--- config.mk ---
export PLATFORM = sky130hd
export DESIGN_NAME = pipe_run_ctrl
export DESIGN_NICKNAME = d
export VERILOG_FILES = /design/src/rtl/pipe_run_ctrl.sv
export SDC_FILE = /design/constraint.sdc
export NUM_CORES = 1
export LEC_CHECK = 0
export ABC_CLOCK_PERIOD_IN_PS = 3400
export BUFFER_PORTS_ARGS = -buffer_cell sky130_fd_sc_hd__buf_2
export CORE_ASPECT_RATIO = 0.8
export CORE_MARGIN = 4
export CORE_UTILIZATION = 57
export CTS_BUF_LIST = sky130_fd_sc_hd__clkbuf_4 sky130_fd_sc_hd__clkbuf_8
export DETAILED_ROUTE_END_ITERATION = 7
export PLACE_DENSITY = 0.83
export SLEW_MARGIN = 30
export SYNTH_ARGS = -nofsm -noshare
export SYNTH_HDL_FRONTEND = slang
export SYNTH_SLANG_ARGS = --single-unit
--- constraint.sdc ---
create_clock -name clk -period 3.4 [get_ports clk]
set_input_delay 0.51 -clock clk [delete_from_list [all_inputs] [get_ports clk]]
set_output_delay 0.51 -clock clk [all_outputs]
set_load 0.02 [all_outputs]
--- src/rtl/pipe_run_ctrl.sv ---
// pipe_run_ctrl: sequences a pipeline through a 2-cycle clear, a streamed program load
// into instruction memory, and a timed run, with abort and status reporting.
module pipe_run_ctrl #(
    parameter int IMEM_AW = 9,
    parameter int DATA_W  = 32
) (
    input  logic               clk,
    input  logic               reset,
    input  logic               start,
    input  logic               abort,
    input  logic [IMEM_AW:0]   prog_len,
    input  logic [31:0]        run_cycles,
    input  logic               ld_valid,
    input  logic [DATA_W-1:0]  ld_data,
    output logic               ld_ready,
    output logic               pipe_reset,
    output logic               pipe_en,
    output logic               imem_we,
    output logic [IMEM_AW-1:0] imem_addr,
    output logic [DATA_W-1:0]  imem_data,
    output logic               busy,
    output logic               done,
    output logic [2:0]         state,
    output logic [31:0]        cycles_run
);
    typedef enum logic [2:0] {
        S_IDLE = 3'd0,
        S_CLR  = 3'd1,
        S_LOAD = 3'd2,
        S_RUN  = 3'd3,
        S_DONE = 3'd4
    } state_t;

    localparam logic [IMEM_AW:0] MAX_LEN = {1'b1, {IMEM_AW{1'b0}}};
    localparam logic [IMEM_AW:0] ONE_W   = {{IMEM_AW{1'b0}}, 1'b1};

    state_t             state_q, state_d;
    logic [IMEM_AW:0]   len_q, len_d, cnt_q, cnt_d, cnt_inc;
    logic [31:0]        rc_q, rc_d, cr_q, cr_d, cr_sat;
    logic               clr_q, clr_d;
    logic               we_q, we_d;
    logic [IMEM_AW-1:0] addr_q, addr_d;
    logic [DATA_W-1:0]  data_q, data_d;
    logic               pipe_reset_q, pipe_en_q, busy_q, done_q, ld_ready_q;
    logic               hs;

    // Stream handshake: a word transfers on a rising edge where ld_valid and ld_ready are
    // both high; ld_ready never depends on ld_valid, and ld_data is only sampled then.
    assign hs      = ld_valid & ld_ready_q;
    assign cnt_inc = cnt_q + ONE_W;
    assign cr_sat  = (cr_q == 32'hFFFF_FFFF) ? cr_q : cr_q + 32'd1;

    always_comb begin
        state_d = state_q;
        len_d   = len_q;
        rc_d    = rc_q;
        cr_d    = cr_q;
        cnt_d   = cnt_q;
        clr_d   = clr_q;
        we_d    = 1'b0;
        addr_d  = addr_q;
        data_d  = data_q;
        if (abort) begin
            // The RUN cycle in which abort arrives still ran, so it is counted.
            state_d = S_IDLE;
            if (state_q == S_RUN) cr_d = cr_sat;
        end else begin
            case (state_q)
                S_IDLE, S_DONE: begin
                    if (start) begin
                        state_d = S_CLR;
                        len_d   = (prog_len > MAX_LEN) ? MAX_LEN : prog_len;
                        rc_d    = run_cycles;
                        cr_d    = 32'd0;
                        cnt_d   = '0;
                        clr_d   = 1'b0;
                    end
                end
                S_CLR: begin
                    if (clr_q) begin
                        if (len_q != '0)       state_d = S_LOAD;
                        else if (rc_q != 32'd0) state_d = S_RUN;
                        else                    state_d = S_DONE;
                    end else begin
                        clr_d = 1'b1;
                    end
                end
                S_LOAD: begin
                    if (hs) begin
                        we_d   = 1'b1;
                        addr_d = cnt_q[IMEM_AW-1:0];
                        data_d = ld_data;
                        cnt_d  = cnt_inc;
                        if (cnt_inc == len_q) state_d = (rc_q != 32'd0) ? S_RUN : S_DONE;
                    end
                end
                S_RUN: begin
                    cr_d = cr_sat;
                    if (cr_sat == rc_q) state_d = S_DONE;
                end
                default: state_d = S_IDLE;
            endcase
        end
    end

    always_ff @(posedge clk) begin
        if (reset) begin
            state_q      <= S_IDLE;
            len_q        <= '0;
            rc_q         <= 32'd0;
            cr_q         <= 32'd0;
            cnt_q        <= '0;
            clr_q        <= 1'b0;
            we_q         <= 1'b0;
            addr_q       <= '0;
            data_q       <= '0;
            pipe_reset_q <= 1'b0;
            pipe_en_q    <= 1'b0;
            busy_q       <= 1'b0;
            done_q       <= 1'b0;
            ld_ready_q   <= 1'b0;
        end else begin
            state_q      <= state_d;
            len_q        <= len_d;
            rc_q         <= rc_d;
            cr_q         <= cr_d;
            cnt_q        <= cnt_d;
            clr_q        <= clr_d;
            we_q         <= we_d;
            addr_q       <= addr_d;
            data_q       <= data_d;
            pipe_reset_q <= (state_d == S_CLR);
            pipe_en_q    <= (state_d == S_RUN);
            busy_q       <= (state_d == S_CLR) || (state_d == S_LOAD) || (state_d == S_RUN);
            done_q       <= (state_d == S_DONE);
            ld_ready_q   <= (state_d == S_LOAD) && (cnt_d < len_d);
        end
    end

    assign state      = state_q;
    assign pipe_reset = pipe_reset_q;
    assign pipe_en    = pipe_en_q;
    assign busy       = busy_q;
    assign done       = done_q;
    assign ld_ready   = ld_ready_q;
    assign imem_we    = we_q;
    assign imem_addr  = addr_q;
    assign imem_data  = data_q;
    assign cycles_run = cr_q;
endmodule

Yosys cells after proc, flatten, opt, wreduce, memory -nomap -nowiden
Cells that the tools add are included.
{ "totals": {"ff_bits": 135, "in_bits": 79, "out_inout_bits": 82, "wordCells": 74} }
{ "classes": {"add_sub_neg": 2, "order_cmp": 2, "eq_ne": 14, "muxes": 25, "n_bitwise": 3, "n_reduce_logical": 14} }
{ "op_table": {"columns": ["operator", "count"], "rows": [
  ["32-bit 2-to-1 mux", 4],
  ["10-bit 2-to-1 mux", 7],
  ["32-bit one-hot mux with 2 select lines", 1],
  ["32-bit by 1-bit adder with 32-bit output (second input constant)", 1],
  ["32-bit == test", 1],
  ["32-bit == test (second input constant)", 1],
  ["32-bit nonzero test", 1],
  ["3-bit 2-to-1 mux", 8],
  ["10-bit one-hot mux with 2 select lines", 1],
  ["3-bit by 2-bit == test with 1-bit output (second input constant)", 4],
  ["3-bit one-hot mux with 4 select lines", 1],
  ["3-bit AND reduction", 4],
  ["10-bit by 1-bit adder with 10-bit output (second input constant)", 1],
  ["10-bit == test", 1],
  ["10-bit greater-than comparator (second input constant)", 1],
  ["10-bit < comparator", 1],
  ["10-bit nonzero test", 1],
  ["3-bit by 1-bit == test with 1-bit output (second input constant)", 2],
  ["3-bit == test (second input constant)", 2],
  ["2-bit nonzero test", 2],
  ["3-bit zero test", 1],
  ["3-bit inequality test (second input constant)", 1],
  ["3-bit OR reduction", 1],
  ["1-bit logical OR", 2],
  ["8 further kinds", 10]
]} }

Logic depth before layout (Yosys ltp)
{ "depth": {"depth_word": 9, "depth_mapped": 13, "ltp_nobuf": 12} }

Worst setup path after synthesis
No wires, ideal clock.
{ "synth_timing": {"path_kind": "reg2reg", "startpoint": "reg cr_q[1] (netlist: cycles_run[1])", "endpoint": "reg pipe_en_q (netlist: pipe_en)", "setup_time_ps": 132, "arrival_ps": 3138, "required_time_ps": 3268, "setup_slack_ps": 131, "path_stages_with_launch": 12, "path_buffers": 1, "synth_period_minus_slack_ps": 3269, "path_cell_list": "dfxtp_1 -> ha_1 -> clkbuf_1 -> nand4_1 -> nor2_1 -> nand2_1 -> or4_1 -> o22ai_1 -> o21ai_0 -> or4b_1 -> nor3_2 -> o22ai_1"} }
{ "synth_via": {"elab_chain_len": 7, "elab_cells_between_ends": 8, "classes_between": "add/sub: 1; eq/ne: 3; mux: 4"} }
{ "synth_lines": {"columns": ["item", "line", "rtl"], "rows": [
  ["start: declaration", "39", "logic [31:0] rc_q, rc_d, cr_q, cr_d, cr_sat;"],
  ["start signal: assignment", "126", "cr_q <= cr_d;"],
  ["32-bit by 1-bit adder with 32-bit output or 32-bit == test (tied branches)", "51", "assign cr_sat = (cr_q == 32'hFFFF_FFFF) ? cr_q : cr_q + 32'd1;"],
  ["32-bit 2-to-1 mux *", "51", null],
  ["32-bit == test *", "99", "if (cr_sat == rc_q) state_d = S_DONE;"],
  ["3-bit 2-to-1 mux *", "99", null],
  ["3-bit one-hot mux with 4 select lines *", "68", "case (state_q)"],
  ["3-bit 2-to-1 mux *", "63", "if (abort) begin"],
  ["3-bit by 2-bit == test with 1-bit output *", "133", "pipe_en_q <= (state_d == S_RUN);"],
  ["end signal: assignment", "133", null],
  ["end: declaration", "44", "logic pipe_reset_q, pipe_en_q, busy_q, done_q, ld_ready_q;"]
]} }
Mark *: on every way between the ends. The rest lies on a longest branch, timed or not.
A chain may end at the register's enable or synchronous reset.

Worst setup path in the final report
{ "layout_timing": {"startpoint": "reg cr_q[0] (netlist: cycles_run[0])", "endpoint": "reg busy_q (netlist: busy)"} }
{ "layout_via": {"elab_chain_len": 9, "elab_cells_between_ends": 12, "classes_between": "add/sub: 1; eq/ne: 5; mux: 4; reduce/logical: 2"} }
{ "layout_lines": {"columns": ["item", "line", "rtl"], "rows": [
  ["32-bit by 1-bit adder with 32-bit output or 32-bit == test (tied branches)", "51", null],
  ["32-bit 2-to-1 mux *", "51", null],
  ["32-bit == test *", "99", null],
  ["3-bit 2-to-1 mux *", "99", null],
  ["3-bit one-hot mux with 4 select lines *", "68", null],
  ["3-bit 2-to-1 mux *", "63", null],
  ["3-bit by 1-bit == test with 1-bit output or 3-bit by 2-bit == test with 1-bit output (tied branches)", "134", "busy_q <= (state_d == S_CLR) || (state_d == S_LOAD) || (state_d == S_RUN);"],
  ["1-bit logical OR", "134", null],
  ["1-bit logical OR *", "134", null],
  ["end signal: assignment", "134", null],
  ["end: declaration", "44", null]
]} }
Marked as above.

==> impl_metrics.json <==
{
  "status": "completed",
  "cap_violations": 0,
  "cp.required_ns": 3.70,
  "synth-seq-cells": 135,
  "clock_latency_ns": 0.45,
  "initialDrtViolationCount": 1100,
  "synth_area_um2": 7732,
  "grt_max_degree": 74,
  "port_buffers": 160,
  "core_um2": 13060,
  "synth_area_per_cell_um2": 7.350,
  "synth_edf_count": 0,
  "clock-sinks": 135,
  "grt_pass1_vias": 7704,
  "worstMarginPinSlew_ns": 0.8053,
  "final_nets": 1295,
  "clockRootBuffer": "clkbuf_8",
  "diodes": 0,
  "reg2reg_to": "busy",
  "setup_viol": 0,
  "regToRegSetupSlack_ns": 0.15,
  "die_x_um": 138.2,
  "synth.area.top_cells": "dfxtp_1 35%, nand2_1 10%, a21oi_1 8.5%, xnor2_1 4.5%, nor2_1 3.9%",
  "finalWorstSetupSlack_ns": 0.1536,
  "detail-route-antenna-nets": 0,
  "ios": 161,
  "cp-start-kind": "flip-flop",
  "place_inst": 1359,
  "clockBufferDepth": 2,
  "yosysTopAreaCell": "dfxtp_1",
  "path_clk_slew_ns": 0.09,
  "synth_top_area_share_pct": 34.95,
  "floorplan.die_area_um2": 15500,
  "cts_buffers": 17,
  "r2r_start": "cycles_run[0]",
  "instances_no_fill": 1393,
  "hold_violations": 0,
  "finalClockSkew_ns": 0.01562,
  "power_density_nw_per_um2": 348.3,
  "syn_nets": 1142,
  "crit_path_max_fanout": 7,
  "cts_hold_buf": 0,
  "drtPass1Iterations": 8,
  "holdPathEnd": "rc_q[17]",
  "regArea_um2": 2708,
  "layout_min_cycle_time_ns": 3.246,
  "num_rows": 37,
  "post-place-ws_ns": 0.09217,
  "fmax_ghz": 0.3080,
  "slew_headroom_pct": 45.99,
  "async_flop_share_pct": 0,
  "hp-class": "in2reg",
  "place_congestion": 1.033,
  "fin_crit_sh_pct": 95.48,
  "multi_input_area_um2": 4742,
  "htreeDepth": 4,
  "n_fill_cell": 1103,
  "track_usage_pct": 31.49,
  "yosys-top-cells-count": "215 x nand2_1, 135 x dfxtp_1, 131 x a21oi_1, 80 x nor2_1, 64 x clkbuf_1",
  "synth_warnings": 0,
  "die_y_um": 112.2,
  "vias": 8533,
  "drv_slew": 0,
  "yosysMostFrequentCell": "nand2_1",
  "syn_to_final_growth_pct": 19.89,
  "hpwl_um": 18320,
  "p_leak_nw": 3.645,
  "gr-total-overflow": 0,
  "synth_cell_type_count": 72,
  "cts_tree": "yes",
  "ir_worst_vdd_mv": 0.2648,
  "endpoint_kind": "flip-flop",
  "drive_gt1_share_pct": 22.58,
  "antenna_found_initial": 0,
  "finalSetupTns_ns": 0,
  "cp.arrival_ns": 3.55,
  "crit_type": "reg2reg",
  "hold_depth": 3,
  "hp-start": "run_cycles[17]",
  "via_per_inst": 6.126,
  "avgRoutedWirePerCell_um": 18.06,
  "netlist_instances": 1052,
  "grt_pass1_wl_um": 40410,
  "drt_drc_violations_left": 0,
  "routed_wl_um": 25160,
  "synth_flop_cell": "dfxtp_1",
  "initial_core_util_pct": 59.23,
  "r2r_cells": 12,
  "ys_seq_area_share_pct": 34.95
}
sequential cells by signal, summed over array words and instances (netlist names):
register and flops:
busy 1, imem_data 32, imem_addr 9, done 1, ld_ready 1, cnt_q 10
state 3, pipe_en 1, clr_q 1, imem_we 1, len_q 10, pipe_reset 1
cycles_run 32, rc_q 32
cell families (layout without fill, tap and decap cells):
family,after synthesis,count (layout),synth area share (%)
simple gates,499,499,31.97
compound gates,255,255,19.63
flops,135,135,34.95
buf+inv,90,256,4.515
xor+xnor,56,56,6.343
fa+ha+maj,11,11,1.780
mux,6,6,0.8091
layout make-up:
| class | instances | area share, % |
|---|---|---|
| timing repair buffer | 210 | 12.71 |
| clock buffer | 17 | 2.524 |
| clock inverter | 15 | 1.471 |
| inverter | 14 | 0.5669 |
| multi-input combinational | 827 | 51.15 |
| sequential | 135 | 29.21 |
| tap | 175 | 2.362 |
worst max path at each step:
stage,from,end,slack (ns),cells after the start
2_1_floorplan,cycles_run[1],pipe_en,0.13,11
4_1_cts,cycles_run[3],pipe_en,0.06,11
5_1_grt,cycles_run[14],done,-0.01,11
6_report,cycles_run[0],busy,0.15,12
3_3_place_gp,cycles_run[3],busy,0.03,11
3_5_place_dp,cycles_run[3],pipe_en,0.09,11
routing by layer:
metal / wire length (um) / GRT usage (%)
met1: 11200 / 45.98
met2: 9931 / 44.18
met3: 3341 / 9.540
met4: 683 / 10.27
met5: 0 / 0
power breakdown:
group	internal, mW	switching, mW	leakage (nW)
Clock	0.533	0.749	0.181
Sequential	1.60	0.0341	1.09
Combinational	0.123	0.184	2.37
Total	2.26	0.968	3.65
cell usage in the layout (no fill, tap or decap), types with 5 or more instances in the layout:
cell      netlist  layout
nand2_1       215     214
buf_2           6     159
a21oi_1       131     131
dfxtp_1       135     131
nor2_1         80      78
buf_4           0      51
o21ai_0        50      50
xnor2_1        40      40
nand3_1        27      25
nor4_1         25      25
nand4_1        21      21
nor2b_1        20      20
nor3_1         18      17
clkbuf_8        0      17
xor2_1         16      16
inv_1          14      14
nor3b_1        14      14
ha_1           11      11
and3_1          9       9
nand2b_1        9       9
and2_1          8       8
and4_1          8       8
or4_1           8       8
a22oi_1         7       7
o31ai_1         6       6
inv_6           0       6
a31oi_1         5       5
nor4b_1         5       5
or3_1           6       5
o22ai_1         5       5
or2_2           5       5
a211oi_1        5       5
a22o_1          5       5
through the flow:
step                utilization, %  hold slack (ns)  total power [mW]  area (um^2)
floorplan                        -           0.4578             1.852         7732
global placement             67.64           0.4385             1.966         8831
detailed placement           67.64           0.4439             1.972         8831
CTS                          70.48           0.2709             3.216         9201
global route                 71.01           0.2788             3.335         9270
finish                       71.01           0.2829             3.229         9270
worst max-delay path, stage by stage, from the launching register on:
cell       delay (ns)
dfxtp_1          0.34
ha_1             0.16
and4_1           0.26
nand2_1          0.26
buf_4            0.26
a2111oi_2        0.35
buf_4            0.20
xnor2_1          0.21
nand4_1          0.15
nor4_1           0.45
nand4b_1         0.18
nor3_2           0.19
a21oi_1          0.10
repair_timing:
item | in CTS | in global routing
setup buffers | 0 | 2
endpoints found under the hold margin | 0 | 0
endpoints found under the setup margin | 0 | 6
gates resized for setup | 0 | 16
Note: power is estimated with default switching activity, not from simulation.
